--- config.mk ---
export PLATFORM = sky130hd
export DESIGN_NAME = ccu_ctrl_flat
export DESIGN_NICKNAME = d
export VERILOG_FILES = /design/src/rtl/ccu_pkg.sv /design/src/rtl/ccu_if.sv /design/src/rtl/ccu_cfg_rx.sv /design/src/rtl/ccu_ctrl.sv /design/src/flat_wrapper.sv
export SDC_FILE = /design/constraint.sdc
export NUM_CORES = 1
export LEC_CHECK = 0
export BUFFER_PORTS_ARGS = -buffer_cell sky130_fd_sc_hd__buf_2
export CAP_MARGIN = 10
export CORE_ASPECT_RATIO = 1.4
export CORE_MARGIN = 1.5
export CORE_UTILIZATION = 35
export DETAILED_ROUTE_END_ITERATION = 12
export GPL_ROUTABILITY_DRIVEN = 0
export PLACE_DENSITY = 0.62
export SLEW_MARGIN = 20
export SYNTH_ARGS = -nofsm -noshare
export SYNTH_HDL_FRONTEND = slang
export SYNTH_HIERARCHICAL = 1
export SYNTH_SLANG_ARGS = --single-unit
--- constraint.sdc ---
create_clock -name clk -period 4.05 [get_ports clk]
set_input_delay 0.2025 -clock clk [delete_from_list [all_inputs] [get_ports clk]]
set_output_delay 0.2025 -clock clk [all_outputs]
set_load 0.02 [all_outputs]
--- src/rtl/ccu_pkg.sv ---
// Shared types and constants for the TS3D central control unit.
// Optional simulation checks in ccu_ctrl are enabled with CCU_ASSERT_EN.
package ccu_pkg;

    localparam int unsigned CFG_W  = 64;
    localparam int unsigned CNT_W  = 16;
    localparam int unsigned IDX_W  = 8;
    localparam int unsigned POOL_W = 16;

    // Field offsets inside the three layer configuration words
    localparam int unsigned W0_ALLOC_WEI    = 0;
    localparam int unsigned W0_ALLOC_FLGWEI = 16;
    localparam int unsigned W0_ALLOC_FLGACT = 32;
    localparam int unsigned W0_ALLOC_ACT    = 48;
    localparam int unsigned W1_TOTAL_FLGWEI = 0;
    localparam int unsigned W1_TOTAL_FLGACT = 16;
    localparam int unsigned W1_TOTAL_ACT    = 32;
    localparam int unsigned W1_LOOP_WEI     = 48;
    localparam int unsigned W1_LOOP_ACT     = 56;
    localparam int unsigned W2_NUM_FRAME    = 0;
    localparam int unsigned W2_NUM_BLOCK    = 8;
    localparam int unsigned W2_POOL_DATA    = 16;
    localparam int unsigned W2_POOL_EN      = 32;
    localparam int unsigned W2_LAST_LAYER   = 33;

    typedef enum logic [2:0] {
        ST_IDLE,
        ST_CFG,
        ST_DISP,
        ST_FRM,
        ST_ISSUE,
        ST_WAIT,
        ST_LFNH
    } ccu_state_e;

    typedef struct packed {
        logic [CNT_W-1:0]  alloc_wei;
        logic [CNT_W-1:0]  alloc_flgwei;
        logic [CNT_W-1:0]  alloc_flgact;
        logic [CNT_W-1:0]  alloc_act;
        logic [CNT_W-1:0]  total_flgwei;
        logic [CNT_W-1:0]  total_flgact;
        logic [CNT_W-1:0]  total_act;
        logic [IDX_W-1:0]  loop_wei;
        logic [IDX_W-1:0]  loop_act;
        logic [IDX_W-1:0]  num_frame;
        logic [IDX_W-1:0]  num_block;
        logic [POOL_W-1:0] pool_data;
        logic              pool_en;
        logic              last_layer;
    } layer_cfg_t;

endpackage

--- src/rtl/ccu_if.sv ---
// Bus bundle between the control unit and host/GB/POOL/GBPSUM/PEB.
// master = control unit side, slave = surrounding blocks.
interface ccu_if;
    import ccu_pkg::*;

    logic                ASICCCU_start;
    logic                IFCFG_val;
    logic                CFGIF_rdy;
    logic [CFG_W-1:0]    IFCFG_data;

    logic                CFGGB_val;
    logic                GBCFG_rdy;
    logic [CNT_W-1:0]    CFGGB_num_alloc_wei;
    logic [CNT_W-1:0]    CFGGB_num_alloc_flgwei;
    logic [CNT_W-1:0]    CFGGB_num_alloc_flgact;
    logic [CNT_W-1:0]    CFGGB_num_alloc_act;
    logic [CNT_W-1:0]    CFGGB_num_total_flgwei;
    logic [CNT_W-1:0]    CFGGB_num_total_flgact;
    logic [CNT_W-1:0]    CFGGB_num_total_act;
    logic [IDX_W-1:0]    CFGGB_num_loop_wei;
    logic [IDX_W-1:0]    CFGGB_num_loop_act;

    logic                CFGPOOL_val;
    logic                POOLCFG_rdy;
    logic [POOL_W-1:0]   CFGPOOL_data;

    logic                CFGGBPSUM_val;
    logic                GBPSUMCFG_rdy;
    logic [IDX_W-1:0]    CFGGBPSUM_num_frame;
    logic [IDX_W-1:0]    CFGGBPSUM_num_block;

    logic                CCUGB_reset_all;
    logic                CCUGB_reset_patch;
    logic                CCUGB_pullback_wei;
    logic                CCUPOOL_reset;
    logic                CCUPEB_next_block;
    logic                CCUPEB_reset_act;
    logic                CCUPEB_reset_wei;
    logic [IDX_W-1:0]    CCUGB_frame;
    logic [IDX_W-1:0]    CCUGB_block;
    logic                PEBCCU_fnh_block;

    logic                CCUPOOL_En;
    logic                CCUPOOL_ValFrm;
    logic                CCUPOOL_ValDelta;
    logic                CCUPOOL_layer_fnh;
    logic                POOLCCU_clear_up;

    modport master (
        input  ASICCCU_start, IFCFG_val, IFCFG_data, GBCFG_rdy, POOLCFG_rdy,
               GBPSUMCFG_rdy, PEBCCU_fnh_block, POOLCCU_clear_up,
        output CFGIF_rdy, CFGGB_val, CFGGB_num_alloc_wei, CFGGB_num_alloc_flgwei,
               CFGGB_num_alloc_flgact, CFGGB_num_alloc_act, CFGGB_num_total_flgwei,
               CFGGB_num_total_flgact, CFGGB_num_total_act, CFGGB_num_loop_wei,
               CFGGB_num_loop_act, CFGPOOL_val, CFGPOOL_data, CFGGBPSUM_val,
               CFGGBPSUM_num_frame, CFGGBPSUM_num_block, CCUGB_reset_all,
               CCUGB_reset_patch, CCUGB_pullback_wei, CCUPOOL_reset, CCUPEB_next_block,
               CCUPEB_reset_act, CCUPEB_reset_wei, CCUGB_frame, CCUGB_block,
               CCUPOOL_En, CCUPOOL_ValFrm, CCUPOOL_ValDelta, CCUPOOL_layer_fnh
    );

    modport slave (
        output ASICCCU_start, IFCFG_val, IFCFG_data, GBCFG_rdy, POOLCFG_rdy,
               GBPSUMCFG_rdy, PEBCCU_fnh_block, POOLCCU_clear_up,
        input  CFGIF_rdy, CFGGB_val, CFGGB_num_alloc_wei, CFGGB_num_alloc_flgwei,
               CFGGB_num_alloc_flgact, CFGGB_num_alloc_act, CFGGB_num_total_flgwei,
               CFGGB_num_total_flgact, CFGGB_num_total_act, CFGGB_num_loop_wei,
               CFGGB_num_loop_act, CFGPOOL_val, CFGPOOL_data, CFGGBPSUM_val,
               CFGGBPSUM_num_frame, CFGGBPSUM_num_block, CCUGB_reset_all,
               CCUGB_reset_patch, CCUGB_pullback_wei, CCUPOOL_reset, CCUPEB_next_block,
               CCUPEB_reset_act, CCUPEB_reset_wei, CCUGB_frame, CCUGB_block,
               CCUPOOL_En, CCUPOOL_ValFrm, CCUPOOL_ValDelta, CCUPOOL_layer_fnh
    );

endinterface

--- src/rtl/ccu_cfg_rx.sv ---
// Collects the three configuration words of a layer over a val/rdy
// handshake and holds them in the layer-config register.
module ccu_cfg_rx
    import ccu_pkg::*;
(
    input  logic             clk,
    input  logic             rst_n,
    input  logic             open_c,
    input  logic             val,
    input  logic [CFG_W-1:0] data,
    output logic             rdy,
    output logic             done_c,
    output layer_cfg_t       cfg
);

    logic [1:0] word;
    logic       take_c;

    assign take_c = val & rdy;
    assign done_c = take_c & (word == 2'd2);

    // rdy follows the controller's next state so it is high on the first CFG cycle
    always_ff @(posedge clk or negedge rst_n) begin
        if (!rst_n) begin
            rdy  <= 1'b0;
            word <= 2'd0;
            cfg  <= '0;
        end else begin
            rdy <= open_c;
            if (!rdy) begin
                word <= 2'd0;
            end else if (take_c) begin
                word <= (word == 2'd2) ? 2'd0 : word + 2'd1;
            end
            if (take_c) begin
                case (word)
                    2'd0: begin
                        cfg.alloc_wei    <= data[W0_ALLOC_WEI    +: CNT_W];
                        cfg.alloc_flgwei <= data[W0_ALLOC_FLGWEI +: CNT_W];
                        cfg.alloc_flgact <= data[W0_ALLOC_FLGACT +: CNT_W];
                        cfg.alloc_act    <= data[W0_ALLOC_ACT    +: CNT_W];
                    end
                    2'd1: begin
                        cfg.total_flgwei <= data[W1_TOTAL_FLGWEI +: CNT_W];
                        cfg.total_flgact <= data[W1_TOTAL_FLGACT +: CNT_W];
                        cfg.total_act    <= data[W1_TOTAL_ACT    +: CNT_W];
                        cfg.loop_wei     <= data[W1_LOOP_WEI     +: IDX_W];
                        cfg.loop_act     <= data[W1_LOOP_ACT     +: IDX_W];
                    end
                    default: begin
                        cfg.num_frame  <= data[W2_NUM_FRAME +: IDX_W];
                        cfg.num_block  <= data[W2_NUM_BLOCK +: IDX_W];
                        cfg.pool_data  <= data[W2_POOL_DATA +: POOL_W];
                        cfg.pool_en    <= data[W2_POOL_EN];
                        cfg.last_layer <= data[W2_LAST_LAYER];
                    end
                endcase
            end
        end
    end

endmodule

--- src/rtl/ccu_ctrl.sv ---
// TS3D central control unit: layer config fetch/dispatch and frame/block sequencing.
// Define CCU_ASSERT_EN to compile the simulation protocol checks.
module ccu_ctrl
    import ccu_pkg::*;
(
    input  logic     clk,
    input  logic     rst_n,
    ccu_if.master    bus
);

    ccu_state_e       state, state_n;
    layer_cfg_t       cfg;
    logic             cfg_done_c;
    logic [IDX_W-1:0] frame, frame_n, block, block_n;
    logic [IDX_W-1:0] nf_eff, nb_eff;
    logic             gb_val_n, pool_val_n, psum_val_n, pullback_n, en_n;

    ccu_cfg_rx u_cfg_rx (
        .clk    (clk),
        .rst_n  (rst_n),
        .open_c (state_n == ST_CFG),
        .val    (bus.IFCFG_val),
        .data   (bus.IFCFG_data),
        .rdy    (bus.CFGIF_rdy),
        .done_c (cfg_done_c),
        .cfg    (cfg)
    );

    // A zero loop count still runs one iteration
    assign nf_eff = (cfg.num_frame == '0) ? IDX_W'(1) : cfg.num_frame;
    assign nb_eff = (cfg.num_block == '0) ? IDX_W'(1) : cfg.num_block;

    always_ff @(posedge clk or negedge rst_n) begin
        if (!rst_n) state <= ST_IDLE;
        else        state <= state_n;
    end

    always_comb begin
        state_n    = state;
        frame_n    = frame;
        block_n    = block;
        gb_val_n   = bus.CFGGB_val     & ~bus.GBCFG_rdy;
        pool_val_n = bus.CFGPOOL_val   & ~bus.POOLCFG_rdy;
        psum_val_n = bus.CFGGBPSUM_val & ~bus.GBPSUMCFG_rdy;
        pullback_n = 1'b0;
        case (state)
            ST_IDLE: if (bus.ASICCCU_start) state_n = ST_CFG;
            ST_CFG: begin
                frame_n = '0;
                if (cfg_done_c) begin
                    state_n    = ST_DISP;
                    gb_val_n   = 1'b1;
                    pool_val_n = 1'b1;
                    psum_val_n = 1'b1;
                end
            end
            ST_DISP: if (!gb_val_n && !pool_val_n && !psum_val_n) state_n = ST_FRM;
            ST_FRM: begin
                block_n = '0;
                state_n = ST_ISSUE;
            end
            ST_ISSUE: state_n = ST_WAIT;
            ST_WAIT: begin
                if (bus.PEBCCU_fnh_block) begin
                    if ((9'(block) + 9'd1) < 9'(nb_eff)) begin
                        block_n = block + IDX_W'(1);
                        state_n = ST_ISSUE;
                    end else if ((9'(frame) + 9'd1) < 9'(nf_eff)) begin
                        pullback_n = 1'b1;
                        frame_n    = frame + IDX_W'(1);
                        state_n    = ST_FRM;
                    end else begin
                        state_n = ST_LFNH;
                    end
                end
            end
            ST_LFNH: if (bus.POOLCCU_clear_up) state_n = cfg.last_layer ? ST_IDLE : ST_CFG;
            default: state_n = ST_IDLE;
        endcase
        en_n = cfg.pool_en & ((state_n == ST_FRM) || (state_n == ST_ISSUE) || (state_n == ST_WAIT));
    end

    // Outputs are registered from the next state so they line up with the state they belong to
    always_ff @(posedge clk or negedge rst_n) begin
        if (!rst_n) begin
            frame                  <= '0;
            block                  <= '0;
            bus.CFGGB_val          <= 1'b0;
            bus.CFGPOOL_val        <= 1'b0;
            bus.CFGGBPSUM_val      <= 1'b0;
            bus.CCUGB_reset_all    <= 1'b0;
            bus.CCUPOOL_reset      <= 1'b0;
            bus.CCUPEB_reset_wei   <= 1'b0;
            bus.CCUGB_reset_patch  <= 1'b0;
            bus.CCUPEB_reset_act   <= 1'b0;
            bus.CCUPEB_next_block  <= 1'b0;
            bus.CCUGB_pullback_wei <= 1'b0;
            bus.CCUPOOL_layer_fnh  <= 1'b0;
            bus.CCUPOOL_En         <= 1'b0;
            bus.CCUPOOL_ValFrm     <= 1'b0;
            bus.CCUPOOL_ValDelta   <= 1'b0;
        end else begin
            frame                  <= frame_n;
            block                  <= block_n;
            bus.CFGGB_val          <= gb_val_n;
            bus.CFGPOOL_val        <= pool_val_n;
            bus.CFGGBPSUM_val      <= psum_val_n;
            bus.CCUGB_reset_all    <= (state_n == ST_CFG) && (state != ST_CFG);
            bus.CCUPOOL_reset      <= (state_n == ST_CFG) && (state != ST_CFG);
            bus.CCUPEB_reset_wei   <= (state_n == ST_CFG) && (state != ST_CFG);
            bus.CCUGB_reset_patch  <= (state_n == ST_FRM);
            bus.CCUPEB_reset_act   <= (state_n == ST_FRM);
            bus.CCUPEB_next_block  <= (state_n == ST_ISSUE);
            bus.CCUGB_pullback_wei <= pullback_n;
            bus.CCUPOOL_layer_fnh  <= (state_n == ST_LFNH);
            bus.CCUPOOL_En         <= en_n;
            bus.CCUPOOL_ValFrm     <= en_n & (frame_n == '0);
            bus.CCUPOOL_ValDelta   <= en_n & (frame_n != '0);
        end
    end

    assign bus.CCUGB_frame            = frame;
    assign bus.CCUGB_block            = block;
    assign bus.CFGGB_num_alloc_wei    = cfg.alloc_wei;
    assign bus.CFGGB_num_alloc_flgwei = cfg.alloc_flgwei;
    assign bus.CFGGB_num_alloc_flgact = cfg.alloc_flgact;
    assign bus.CFGGB_num_alloc_act    = cfg.alloc_act;
    assign bus.CFGGB_num_total_flgwei = cfg.total_flgwei;
    assign bus.CFGGB_num_total_flgact = cfg.total_flgact;
    assign bus.CFGGB_num_total_act    = cfg.total_act;
    assign bus.CFGGB_num_loop_wei     = cfg.loop_wei;
    assign bus.CFGGB_num_loop_act     = cfg.loop_act;
    assign bus.CFGPOOL_data           = cfg.pool_data;
    assign bus.CFGGBPSUM_num_frame    = cfg.num_frame;
    assign bus.CFGGBPSUM_num_block    = cfg.num_block;

`ifdef CCU_ASSERT_EN
    a_gb_hold: assert property (@(posedge clk) disable iff (!rst_n)
        (bus.CFGGB_val && !bus.GBCFG_rdy) |=> bus.CFGGB_val);
    a_pool_hold: assert property (@(posedge clk) disable iff (!rst_n)
        (bus.CFGPOOL_val && !bus.POOLCFG_rdy) |=> bus.CFGPOOL_val);
    a_psum_hold: assert property (@(posedge clk) disable iff (!rst_n)
        (bus.CFGGBPSUM_val && !bus.GBPSUMCFG_rdy) |=> bus.CFGGBPSUM_val);
    a_fnh_in_wait: assert property (@(posedge clk) disable iff (!rst_n)
        bus.PEBCCU_fnh_block |-> (state == ST_WAIT));
    a_no_x_in: assert property (@(posedge clk) disable iff (!rst_n)
        !$isunknown({bus.ASICCCU_start, bus.IFCFG_val, bus.IFCFG_data, bus.GBCFG_rdy,
                     bus.POOLCFG_rdy, bus.GBPSUMCFG_rdy, bus.PEBCCU_fnh_block,
                     bus.POOLCCU_clear_up}));
`endif

endmodule

--- src/flat_wrapper.sv ---
// flat-port wrapper written by rule: the top's interface ports become plain ports
module ccu_ctrl_flat import ccu_pkg::*;
  (clk, rst_n, bus_ASICCCU_start, bus_IFCFG_val, bus_IFCFG_data, bus_GBCFG_rdy, bus_POOLCFG_rdy, bus_GBPSUMCFG_rdy, bus_PEBCCU_fnh_block, bus_POOLCCU_clear_up, bus_CFGIF_rdy, bus_CFGGB_val, bus_CFGGB_num_alloc_wei, bus_CFGGB_num_alloc_flgwei, bus_CFGGB_num_alloc_flgact, bus_CFGGB_num_alloc_act, bus_CFGGB_num_total_flgwei, bus_CFGGB_num_total_flgact, bus_CFGGB_num_total_act, bus_CFGGB_num_loop_wei, bus_CFGGB_num_loop_act, bus_CFGPOOL_val, bus_CFGPOOL_data, bus_CFGGBPSUM_val, bus_CFGGBPSUM_num_frame, bus_CFGGBPSUM_num_block, bus_CCUGB_reset_all, bus_CCUGB_reset_patch, bus_CCUGB_pullback_wei, bus_CCUPOOL_reset, bus_CCUPEB_next_block, bus_CCUPEB_reset_act, bus_CCUPEB_reset_wei, bus_CCUGB_frame, bus_CCUGB_block, bus_CCUPOOL_En, bus_CCUPOOL_ValFrm, bus_CCUPOOL_ValDelta, bus_CCUPOOL_layer_fnh);
  ccu_if bus_i ();
  input  logic clk;
  input  logic rst_n;
  input wire logic [$bits(bus_i.ASICCCU_start)-1:0] bus_ASICCCU_start;
  input wire logic [$bits(bus_i.IFCFG_val)-1:0] bus_IFCFG_val;
  input wire logic [$bits(bus_i.IFCFG_data)-1:0] bus_IFCFG_data;
  input wire logic [$bits(bus_i.GBCFG_rdy)-1:0] bus_GBCFG_rdy;
  input wire logic [$bits(bus_i.POOLCFG_rdy)-1:0] bus_POOLCFG_rdy;
  input wire logic [$bits(bus_i.GBPSUMCFG_rdy)-1:0] bus_GBPSUMCFG_rdy;
  input wire logic [$bits(bus_i.PEBCCU_fnh_block)-1:0] bus_PEBCCU_fnh_block;
  input wire logic [$bits(bus_i.POOLCCU_clear_up)-1:0] bus_POOLCCU_clear_up;
  output wire logic [$bits(bus_i.CFGIF_rdy)-1:0] bus_CFGIF_rdy;
  output wire logic [$bits(bus_i.CFGGB_val)-1:0] bus_CFGGB_val;
  output wire logic [$bits(bus_i.CFGGB_num_alloc_wei)-1:0] bus_CFGGB_num_alloc_wei;
  output wire logic [$bits(bus_i.CFGGB_num_alloc_flgwei)-1:0] bus_CFGGB_num_alloc_flgwei;
  output wire logic [$bits(bus_i.CFGGB_num_alloc_flgact)-1:0] bus_CFGGB_num_alloc_flgact;
  output wire logic [$bits(bus_i.CFGGB_num_alloc_act)-1:0] bus_CFGGB_num_alloc_act;
  output wire logic [$bits(bus_i.CFGGB_num_total_flgwei)-1:0] bus_CFGGB_num_total_flgwei;
  output wire logic [$bits(bus_i.CFGGB_num_total_flgact)-1:0] bus_CFGGB_num_total_flgact;
  output wire logic [$bits(bus_i.CFGGB_num_total_act)-1:0] bus_CFGGB_num_total_act;
  output wire logic [$bits(bus_i.CFGGB_num_loop_wei)-1:0] bus_CFGGB_num_loop_wei;
  output wire logic [$bits(bus_i.CFGGB_num_loop_act)-1:0] bus_CFGGB_num_loop_act;
  output wire logic [$bits(bus_i.CFGPOOL_val)-1:0] bus_CFGPOOL_val;
  output wire logic [$bits(bus_i.CFGPOOL_data)-1:0] bus_CFGPOOL_data;
  output wire logic [$bits(bus_i.CFGGBPSUM_val)-1:0] bus_CFGGBPSUM_val;
  output wire logic [$bits(bus_i.CFGGBPSUM_num_frame)-1:0] bus_CFGGBPSUM_num_frame;
  output wire logic [$bits(bus_i.CFGGBPSUM_num_block)-1:0] bus_CFGGBPSUM_num_block;
  output wire logic [$bits(bus_i.CCUGB_reset_all)-1:0] bus_CCUGB_reset_all;
  output wire logic [$bits(bus_i.CCUGB_reset_patch)-1:0] bus_CCUGB_reset_patch;
  output wire logic [$bits(bus_i.CCUGB_pullback_wei)-1:0] bus_CCUGB_pullback_wei;
  output wire logic [$bits(bus_i.CCUPOOL_reset)-1:0] bus_CCUPOOL_reset;
  output wire logic [$bits(bus_i.CCUPEB_next_block)-1:0] bus_CCUPEB_next_block;
  output wire logic [$bits(bus_i.CCUPEB_reset_act)-1:0] bus_CCUPEB_reset_act;
  output wire logic [$bits(bus_i.CCUPEB_reset_wei)-1:0] bus_CCUPEB_reset_wei;
  output wire logic [$bits(bus_i.CCUGB_frame)-1:0] bus_CCUGB_frame;
  output wire logic [$bits(bus_i.CCUGB_block)-1:0] bus_CCUGB_block;
  output wire logic [$bits(bus_i.CCUPOOL_En)-1:0] bus_CCUPOOL_En;
  output wire logic [$bits(bus_i.CCUPOOL_ValFrm)-1:0] bus_CCUPOOL_ValFrm;
  output wire logic [$bits(bus_i.CCUPOOL_ValDelta)-1:0] bus_CCUPOOL_ValDelta;
  output wire logic [$bits(bus_i.CCUPOOL_layer_fnh)-1:0] bus_CCUPOOL_layer_fnh;
  assign bus_i.ASICCCU_start = bus_ASICCCU_start;
  assign bus_i.IFCFG_val = bus_IFCFG_val;
  assign bus_i.IFCFG_data = bus_IFCFG_data;
  assign bus_i.GBCFG_rdy = bus_GBCFG_rdy;
  assign bus_i.POOLCFG_rdy = bus_POOLCFG_rdy;
  assign bus_i.GBPSUMCFG_rdy = bus_GBPSUMCFG_rdy;
  assign bus_i.PEBCCU_fnh_block = bus_PEBCCU_fnh_block;
  assign bus_i.POOLCCU_clear_up = bus_POOLCCU_clear_up;
  assign bus_CFGIF_rdy = bus_i.CFGIF_rdy;
  assign bus_CFGGB_val = bus_i.CFGGB_val;
  assign bus_CFGGB_num_alloc_wei = bus_i.CFGGB_num_alloc_wei;
  assign bus_CFGGB_num_alloc_flgwei = bus_i.CFGGB_num_alloc_flgwei;
  assign bus_CFGGB_num_alloc_flgact = bus_i.CFGGB_num_alloc_flgact;
  assign bus_CFGGB_num_alloc_act = bus_i.CFGGB_num_alloc_act;
  assign bus_CFGGB_num_total_flgwei = bus_i.CFGGB_num_total_flgwei;
  assign bus_CFGGB_num_total_flgact = bus_i.CFGGB_num_total_flgact;
  assign bus_CFGGB_num_total_act = bus_i.CFGGB_num_total_act;
  assign bus_CFGGB_num_loop_wei = bus_i.CFGGB_num_loop_wei;
  assign bus_CFGGB_num_loop_act = bus_i.CFGGB_num_loop_act;
  assign bus_CFGPOOL_val = bus_i.CFGPOOL_val;
  assign bus_CFGPOOL_data = bus_i.CFGPOOL_data;
  assign bus_CFGGBPSUM_val = bus_i.CFGGBPSUM_val;
  assign bus_CFGGBPSUM_num_frame = bus_i.CFGGBPSUM_num_frame;
  assign bus_CFGGBPSUM_num_block = bus_i.CFGGBPSUM_num_block;
  assign bus_CCUGB_reset_all = bus_i.CCUGB_reset_all;
  assign bus_CCUGB_reset_patch = bus_i.CCUGB_reset_patch;
  assign bus_CCUGB_pullback_wei = bus_i.CCUGB_pullback_wei;
  assign bus_CCUPOOL_reset = bus_i.CCUPOOL_reset;
  assign bus_CCUPEB_next_block = bus_i.CCUPEB_next_block;
  assign bus_CCUPEB_reset_act = bus_i.CCUPEB_reset_act;
  assign bus_CCUPEB_reset_wei = bus_i.CCUPEB_reset_wei;
  assign bus_CCUGB_frame = bus_i.CCUGB_frame;
  assign bus_CCUGB_block = bus_i.CCUGB_block;
  assign bus_CCUPOOL_En = bus_i.CCUPOOL_En;
  assign bus_CCUPOOL_ValFrm = bus_i.CCUPOOL_ValFrm;
  assign bus_CCUPOOL_ValDelta = bus_i.CCUPOOL_ValDelta;
  assign bus_CCUPOOL_layer_fnh = bus_i.CCUPOOL_layer_fnh;
  ccu_ctrl u_core (.clk(clk), .rst_n(rst_n), .bus(bus_i));
endmodule
# Word-level counts from Yosys, hierarchy flattened

Cells that the tools add are included.

Output and inout port bits: 191
Logic and storage cells: 117
Bits in registers: 195
Input port bits: 73

$lt $le $gt $ge: 2
Eq/ne operators: 17
Multiplexer cells: 31
$add $sub $neg: 5
Bitwise logic cells: 12
Reductions and logical operators: 20

Operator list:

| cell                  | count |
|---|---|
| $mux W8               | 7 |
| $pmux W8 S2           | 2 |
| $logic_not A8 Y1      | 3 |
| $mux W3               | 7 |
| $pmux W3 S7           | 1 |
| $add A8 B1 Y9 const B | 2 |
| $eq A3 B3 Y1 const B  | 6 |
| $lt A9 B8 Y1          | 2 |
| $add A8 B1 Y8 const B | 2 |
| $mux W1               | 11 |
| $eq A3 B2 Y1 const B  | 3 |
| $and A1 B1 Y1         | 8 |
| $reduce_bool A8 Y1    | 1 |
| $eq A3 B1 Y1 const B  | 2 |
| $mux W2               | 3 |
| $reduce_and A2 Y1     | 3 |
| $ne A2 B1 Y1 const B  | 2 |
| $not A1 Y1            | 4 |
| $logic_and A1 B1 Y1   | 3 |
| $logic_not A1 Y1      | 3 |
| $logic_not A3 Y1      | 1 |
| $ne A3 B1 Y1 const B  | 1 |
| $reduce_and A3 Y1     | 1 |
| $add A2 B1 Y2 const B | 1 |
| other kinds (7)       | 8 |

# Depth between registers and ports, before layout

Word-level depth: 12
Mapped depth: 16
Gate-level depth less buffers: 14

# By module

The synthesis kept the hierarchy.

Modules (own cells, without submodules):

| module     | cells each | times used | area each (um^2) | seq. area each (um^2) |
|---|---|---|---|---|
| ccu_cfg_rx | 355        | 1          | 6,478.7          | 4,129.0 |
| ccu_ctrl   | 234        | 1          | 2,069.5          | 750.7 |

# Worst setup path before layout

OpenSTA, ideal clock, no wires.

Path type: flip-flop to flip-flop
Start point: reg u_core.block[0] (netlist: u_core/bus.CCUGB_block[0])
End point: reg u_core.bus.CCUPOOL_ValFrm
Setup time: 68 ps
Required time: 3,982 ps
Buffers on the path: 1
Path slack: 852 ps
Cell stages (with the launch flop): 16
Clock period less this slack: 3,198 ps
Data arrival time: 3,129 ps
Cells stage by stage: dfrtp_1 -> ha_1 -> nand3_2 -> nor2_1 -> xor2_1 -> ha_1 -> nand3_1 -> nor2_1 -> o2111ai_1 -> and4_1 -> or4_1 -> buf_4 -> clkinv_4 -> nor2_2 -> a21o_1 -> and4b_1

Cells in the longest elaborated chain, start to end: 10
Elaborated cells on any way between the ends: 16
Those cells by class: add/sub (1); order compare (1); eq/ne (3); mux (6); bitwise (2); reduce/logical (3)

RTL lines:

| element                                      | RTL line        | RTL |
|---|---|---|
| start: declaration                           | ccu_ctrl.sv:14  | `logic [IDX_W-1:0] frame, frame_n, block, block_n;` |
| start signal: assignment                     | ccu_ctrl.sv:104 | `block <= block_n;` |
| $add A8 B1 Y9 (*)                            | ccu_ctrl.sv:65  | `if ((9'(block) + 9'd1) < 9'(nb_eff)) begin` |
| $lt A9 B8 Y1 (*)                             | ccu_ctrl.sv:65  |  |
| $mux W3                                      | ccu_ctrl.sv:65  |  |
| $mux W3                                      | ccu_ctrl.sv:64  | `if (bus.PEBCCU_fnh_block) begin` |
| $pmux W3 S7                                  | ccu_ctrl.sv:46  | `case (state)` |
| $eq A3 B2 Y1 or $eq A3 B3 Y1 (tied branches) | ccu_ctrl.sv:80  | `en_n = cfg.pool_en & ((state_n == ST_FRM) \|\| (state_n == ST_ISSUE) \|\| (state_n == ST_WAIT));` |
| $logic_or A1 B1 Y1 (2 in a row)              | ccu_ctrl.sv:80  |  |
| $and A1 B1 Y1                                | ccu_ctrl.sv:80  |  |
| $and A1 B1 Y1 (*)                            | ccu_ctrl.sv:117 | `bus.CCUPOOL_ValFrm <= en_n & (frame_n == '0);` |
| end signal: assignment                       | ccu_ctrl.sv:117 |  |
| end: declaration                             | ccu_if.sv:59    | `CCUPOOL_En, CCUPOOL_ValFrm, CCUPOOL_ValDelta, CCUPOOL_layer_fnh` |

Mark *: on every way between the ends. The rest lies on a longest branch, timed or not.
A chain may end at the register's enable or synchronous reset.

# Worst setup path after layout

Start point: reg u_core.frame[0] (netlist: u_core/bus.CCUGB_frame[0])
End point: reg u_core.bus.CCUPOOL_ValFrm

Elaborated cells on any way between the ends: 19
Those cells by class: add/sub (2); order compare (1); eq/ne (3); mux (8); bitwise (2); reduce/logical (3)

RTL lines:

| element                  | RTL line        | RTL |
|---|---|---|
| start: declaration       | ccu_ctrl.sv:14  |  |
| start signal: assignment | ccu_ctrl.sv:103 | `frame <= frame_n;` |
| $add A8 B1 Y9            | ccu_ctrl.sv:68  | `end else if ((9'(frame) + 9'd1) < 9'(nf_eff)) begin` |
| $lt A9 B8 Y1             | ccu_ctrl.sv:68  |  |
| $mux W8 (*)              | ccu_ctrl.sv:68  |  |
| $mux W8 (*)              | ccu_ctrl.sv:65  |  |
| $mux W8 (*)              | ccu_ctrl.sv:64  |  |
| $pmux W8 S2 (*)          | ccu_ctrl.sv:46  |  |
| via u_core.frame_n[4]    | ccu_ctrl.sv:14  |  |
| $logic_not A8 Y1 (*)     | ccu_ctrl.sv:117 |  |
| $and A1 B1 Y1 (*)        | ccu_ctrl.sv:117 |  |

Mark *: on every way through the listed nets, which the timed path passes. The rest lies on a longest branch.

==> report_table.html <==
<table>
<tr><th>Metric</th><th>Value</th></tr>
<tr><th colspan="2">Run status</th></tr>
<tr><td>Status</td><td>finished clean</td></tr>
<tr><th colspan="2">Finish</th></tr>
<tr><td>Ratio of cells with drive above 1 in the final layout</td><td>52.8%</td></tr>
<tr><td>Reg area</td><td>4880 um2</td></tr>
<tr><td>Final Net Count</td><td>975</td></tr>
<tr><td>Post-synthesis to final-layout area growth</td><td>28.3%</td></tr>
<tr><td>Number of fillers in the final layout</td><td>2200</td></tr>
<tr><td>Multi-input gate area in the final layout</td><td>3310 um2</td></tr>
<tr><td>Inserted Diodes</td><td>0</td></tr>
<tr><th colspan="2">Logic synthesis</th></tr>
<tr><td>Synth Area in Simple Gates</td><td>6.13%</td></tr>
<tr><td>Post-Syn Nets</td><td>678</td></tr>
<tr><td>Top_reg_cell synth</td><td>sky130_fd_sc_hd__dfrtp_1</td></tr>
<tr><td>Area fraction of the dominant cell type after synthesis</td><td>57.1%</td></tr>
<tr><td>Post-Synthesis Mean Instance Area</td><td>14.5 um2</td></tr>
<tr><td>Area fraction in compound gates after synthesis</td><td>4.99%</td></tr>
<tr><td>Total of warnings raised by yosys</td><td>6</td></tr>
<tr><td>Leading post-synthesis cells by instance count</td><td>sky130_fd_sc_hd__dfrtp_1, sky130_fd_sc_hd__mux2_2, sky130_fd_sc_hd__mux2_4</td></tr>
<tr><td>Proportion of synthesized area in mux cells</td><td>24.1%</td></tr>
<tr><td>Post-synthesis instance area</td><td>8550 um2</td></tr>
<tr><td>Sequential-to-total area share from yosys stat</td><td>57.1%</td></tr>
<tr><td>Xor/xnor share of the synthesized area</td><td>1.13%</td></tr>
<tr><td>Area leader, netlist</td><td>sky130_fd_sc_hd__dfrtp_1</td></tr>
<tr><td>Main combinational cell family by area after synthesis</td><td>multiplexers</td></tr>
<tr><td>Post-synthesis register bit count</td><td>195</td></tr>
<tr><td>Async set-or-reset flop fraction in the synthesized netlist</td><td>100%</td></tr>
<tr><td>Adder and majority cell fraction of the synthesized area</td><td>2.34%</td></tr>
<tr><td>Number of flops mapped to enable cells by yosys</td><td>0</td></tr>
<tr><td>Synth Instances</td><td>589</td></tr>
<tr><td>Largest cells by area after synthesis</td><td>sky130_fd_sc_hd__dfrtp_1, sky130_fd_sc_hd__mux2_2, sky130_fd_sc_hd__mux2_4</td></tr>
<tr><td>Most instantiated library cell after synthesis</td><td>sky130_fd_sc_hd__dfrtp_1</td></tr>
<tr><td>Count of different cell masters after synthesis</td><td>58</td></tr>
<tr><th colspan="2">Detailed routing</th></tr>
<tr><td>Count of nets left with antenna violations after detail routing</td><td>0</td></tr>
<tr><td>Router iterations before antenna repair</td><td>4</td></tr>
<tr><td>Post-DR vias/cell</td><td>4.88</td></tr>
<tr><td>Final routed wire length divided by cell count</td><td>17.6 um</td></tr>
<tr><td>Drc violations</td><td>0</td></tr>
<tr><td>Total via count after detailed routing</td><td>5891</td></tr>
<tr><td>Routed wire length</td><td>21300 um</td></tr>
<tr><td>Initial DRC count</td><td>341</td></tr>
<tr><th colspan="2">Clock network</th></tr>
<tr><td>Latest clock arrival within the worst-skew pair</td><td>0.44 ns</td></tr>
<tr><td>Clock transition at path regs</td><td>0.07 ns</td></tr>
<tr><td>CTS Root Buffer Type</td><td>sky130_fd_sc_hd__clkbuf_16</td></tr>
<tr><td>Number of gates resized after CTS</td><td>0</td></tr>
<tr><td>Number of clock buffers inserted by TritonCTS</td><td>17</td></tr>
<tr><td>CTS tree</td><td>done</td></tr>
<tr><td>Clock Sinks</td><td>195</td></tr>
<tr><td>Maximum count of clock buffers along a single path</td><td>2</td></tr>
<tr><td>Maximum level of the CTS H-tree</td><td>4</td></tr>
<tr><th colspan="2">Timing</th></tr>
<tr><td>Highest attainable clock frequency</td><td>0.286 GHz</td></tr>
<tr><td>Minimum clock period after layout</td><td>3.49 ns</td></tr>
<tr><td>Number of failing hold endpoints at the final stage</td><td>0</td></tr>
<tr><td>Worst Tran Pin Value</td><td>0.923 ns</td></tr>
<tr><td>Final setup viols</td><td>0</td></tr>
<tr><td>Share of the clock period used by the worst path after layout</td><td>86.2%</td></tr>
<tr><td>Setup repair after global routing missed its margin</td><td>no</td></tr>
<tr><td>Worst clock skew</td><td>0.00908 ns</td></tr>
<tr><td>Worst-case headroom to the max-slew limit</td><td>38.4%</td></tr>
<tr><td>Pins Over Slew Limit</td><td>0</td></tr>
<tr><td>Total Negative Setup Slacks</td><td>0 ns</td></tr>
<tr><th colspan="2">Setup path</th></tr>
<tr><td>Worst path required time</td><td>4.37 ns</td></tr>
<tr><td>Origin of the critical flop-to-flop path</td><td>u_core/bus.CCUGB_frame[0]$_DFF_PN0_</td></tr>
<tr><td>Crit path DAT</td><td>3.82 ns</td></tr>
<tr><td>Reg2Reg Capture Point</td><td>u_core/bus.CCUPOOL_ValFrm$_DFF_PN0_</td></tr>
<tr><td>Reg2reg setup slack</td><td>0.56 ns</td></tr>
<tr><td>Category of the worst setup path launch point</td><td>flop</td></tr>
<tr><td>Worst r2r path cells</td><td>12</td></tr>
<tr><td>Crit path kind</td><td>flop to flop</td></tr>
<tr><td>Endpoint class of the critical path</td><td>flop</td></tr>
<tr><td>Maximum net fanout on the critical path</td><td>9</td></tr>
<tr><th colspan="2">Placement</th></tr>
<tr><td>DPL Wire Length</td><td>14900 um</td></tr>
<tr><td>Count of input and output buffers</td><td>263</td></tr>
<tr><th colspan="2">Global route</th></tr>
<tr><td>First-pass GRT wire length</td><td>33600 um</td></tr>
<tr><td>Met3 track utilization from global routing</td><td>4.16%</td></tr>
<tr><td>Number of antenna violations at the first check in global routing</td><td>0</td></tr>
<tr><td>Maximum number of pins on one net before global-route repair</td><td>118</td></tr>
<tr><td>Met1 GRT Util</td><td>19.4%</td></tr>
<tr><td>Layer with the highest usage after global routing</td><td>met2</td></tr>
<tr><td>Met2 Usage GRT</td><td>30.2%</td></tr>
<tr><td>Vias in the first global route</td><td>6226</td></tr>
<tr><td>Final global-route overflow total</td><td>0</td></tr>
<tr><td>Total track usage</td><td>17.3%</td></tr>
<tr><th colspan="2">Power and ir drop</th></tr>
<tr><td>Leakage</td><td>5.74 nW</td></tr>
<tr><td>IR Drop Worst-Case VDD</td><td>0.000310 V</td></tr>
<tr><td>Final Power</td><td>0.00813 W</td></tr>
<tr><td>Power per cell area</td><td>741 nW/um2</td></tr>
<tr><th colspan="2">Floorplanning</th></tr>
<tr><td>Die Footprint</td><td>25400 um2</td></tr>
<tr><td>Die extent in x</td><td>135 um</td></tr>
<tr><td>Area of the core</td><td>24000 um2</td></tr>
<tr><td>Effective utilization at floorplan</td><td>35.7%</td></tr>
<tr><td>FP Rows</td><td>67</td></tr>
<tr><td>Count of boundary I/O pins</td><td>264</td></tr>
<tr><td>Height of the chip</td><td>188 um</td></tr>
<tr><th colspan="2">Run</th></tr>
<tr><td>Max-cap check violation count</td><td>0</td></tr>
<tr><th colspan="2">Min path</th></tr>
<tr><td>Hold path depth</td><td>2</td></tr>
<tr><td>Start point of the worst hold path</td><td>bus_IFCFG_data[19]</td></tr>
<tr><td>Hold path endpoint</td><td>u_core/u_cfg_rx/cfg[133]$_DFFE_PN0P_</td></tr>
<tr><td>Hold crit path type</td><td>input pin to flop</td></tr>
</table>
report_power, final:
part / switching [W] / internal, W
registers: 0.000423 / 0.00264
clock network: 0.000754 / 0.000853
logic: 0.00199 / 0.00148
total: 0.00316 / 0.00497
flip-flops by register name, indices dropped and copies added (netlist names):
| register | cells |
|---|---|
| u_core/bus.CCUGB_block | 8 |
| u_core/bus.CCUGB_frame | 8 |
| u_core/bus.CCUGB_pullback_wei | 1 |
| u_core/bus.CCUPEB_next_block | 1 |
| u_core/bus.CCUPEB_reset_act | 1 |
| u_core/bus.CCUPEB_reset_wei | 1 |
| u_core/bus.CCUPOOL_En | 1 |
| u_core/bus.CCUPOOL_ValDelta | 1 |
| u_core/bus.CCUPOOL_ValFrm | 1 |
| u_core/bus.CCUPOOL_layer_fnh | 1 |
| u_core/bus.CFGGBPSUM_val | 1 |
| u_core/bus.CFGGB_val | 1 |
| u_core/bus.CFGPOOL_val | 1 |
| u_core/state | 3 |
| u_core/u_cfg_rx/cfg | 162 |
| u_core/u_cfg_rx/rdy | 1 |
| u_core/u_cfg_rx/word | 2 |
routing by layer:
metal / up-vias / wire, um
li1: 2689 / -
met3: 51 / 1160
met5: - / 0
met2: 214 / 11000
met4: 0 / 784
met1: 2937 / 8300
cells in the final DEF (no fill, tap or decap), types with 3 or more instances in the layout:
| cell | instances |
|---|---|
| sky130_fd_sc_hd__a211oi_1 | 3 |
| sky130_fd_sc_hd__a21o_1 | 5 |
| sky130_fd_sc_hd__a21oi_1 | 9 |
| sky130_fd_sc_hd__a32o_1 | 5 |
| sky130_fd_sc_hd__and3_1 | 6 |
| sky130_fd_sc_hd__buf_2 | 262 |
| sky130_fd_sc_hd__buf_4 | 4 |
| sky130_fd_sc_hd__clkbuf_16 | 17 |
| sky130_fd_sc_hd__clkbuf_8 | 5 |
| sky130_fd_sc_hd__clkinvlp_4 | 4 |
| sky130_fd_sc_hd__dfrtp_1 | 195 |
| sky130_fd_sc_hd__dlygate4sd3_1 | 35 |
| sky130_fd_sc_hd__ha_1 | 16 |
| sky130_fd_sc_hd__inv_1 | 22 |
| sky130_fd_sc_hd__inv_6 | 3 |
| sky130_fd_sc_hd__mux2_2 | 102 |
| sky130_fd_sc_hd__mux2_4 | 60 |
| sky130_fd_sc_hd__nand2_1 | 20 |
| sky130_fd_sc_hd__nand2b_1 | 7 |
| sky130_fd_sc_hd__nand3_1 | 11 |
| sky130_fd_sc_hd__nand3b_1 | 3 |
| sky130_fd_sc_hd__nand4_1 | 4 |
| sky130_fd_sc_hd__nor2_1 | 19 |
| sky130_fd_sc_hd__nor2b_1 | 7 |
| sky130_fd_sc_hd__o21ai_0 | 18 |
| sky130_fd_sc_hd__xnor2_1 | 3 |
| sky130_fd_sc_hd__xor2_1 | 8 |
worst max path at each step:
stage / start / to / slack, ns / cells after the start
final: u_core/bus.CCUGB_frame[0]$_DFF_PN0_ / u_core/bus.CCUPOOL_ValFrm$_DFF_PN0_ / 0.56 / 12
after global placement: u_core/bus.CCUGB_frame[0]$_DFF_PN0_ / u_core/bus.CCUPOOL_ValFrm$_DFF_PN0_ / 0.70 / 13
after detailed placement: u_core/bus.CCUGB_frame[0]$_DFF_PN0_ / u_core/bus.CCUPOOL_ValFrm$_DFF_PN0_ / 0.60 / 12
after floorplan: u_core/bus.CCUGB_block[0]$_DFFE_PN0P_ / u_core/bus.CCUPOOL_ValFrm$_DFF_PN0_ / 0.85 / 15
after CTS: u_core/bus.CCUGB_frame[0]$_DFF_PN0_ / u_core/bus.CCUPOOL_ValFrm$_DFF_PN0_ / 0.58 / 12
after global routing: u_core/bus.CCUGB_block[0]$_DFFE_PN0P_ / u_core/bus.CCUGB_block[2]$_DFFE_PN0P_ / 0.30 / 13
repair_timing:
item	in CTS	in global routing
hold buffers	35	0
setup buffers	0	0
hold endpoints to repair	178	0
per-stage QoR:
stage	hold slack, ns	instance area [um2]	cells	utilization (%)	setup WS (ns)
finish	0.0233	11000	1208	45.8	0.557
global route	0.00604	11000	1208	45.8	0.298
CTS	0.000213	11000	1208	45.8	0.580
detailed placement	0.404	10100	1142	42.0	0.598
global placement	0.419	10100	1142	42.0	0.699
floorplan	-0.0931	8550	589	-	0.852
worst max-delay path, cell delays in order (launching register included):
cell                       delay (ns)
sky130_fd_sc_hd__dfrtp_1         0.51
sky130_fd_sc_hd__nand3_1         0.26
sky130_fd_sc_hd__nor2_1          0.32
sky130_fd_sc_hd__and3_1          0.25
sky130_fd_sc_hd__xor2_1          0.16
sky130_fd_sc_hd__ha_1            0.26
sky130_fd_sc_hd__and3_1          0.23
sky130_fd_sc_hd__o31ai_4         0.10
sky130_fd_sc_hd__nand2_2         0.11
sky130_fd_sc_hd__or4_1           0.59
sky130_fd_sc_hd__o211ai_1        0.30
sky130_fd_sc_hd__nor2_1          0.09
sky130_fd_sc_hd__and4b_1         0.19
cell type report:
type / count / share of cell area [%]
clock inverters: 10 / 0.684
inverters: 23 / 0.833
well taps: 310 / 3.54
clock buffers: 21 / 4.38
repair buffers: 304 / 15.9
flip-flops and latches: 195 / 44.5
multi-input cells: 345 / 30.2
cell families (layout without fill, tap and decap cells):
| kind of cell | Yosys count | in the layout |
|---|---|---|
| XOR/XNOR | 11 | 11 |
| multiplexers | 163 | 163 |
| adder cells (fa/ha/maj) | 16 | 16 |
| AND/OR/NAND/NOR | 95 | 95 |
| AO/OA/AOI/OAI | 60 | 60 |
| flip-flops | 195 | 195 |
| buffers and inverters | 49 | 358 |
(Power assumes the default switching activity.)
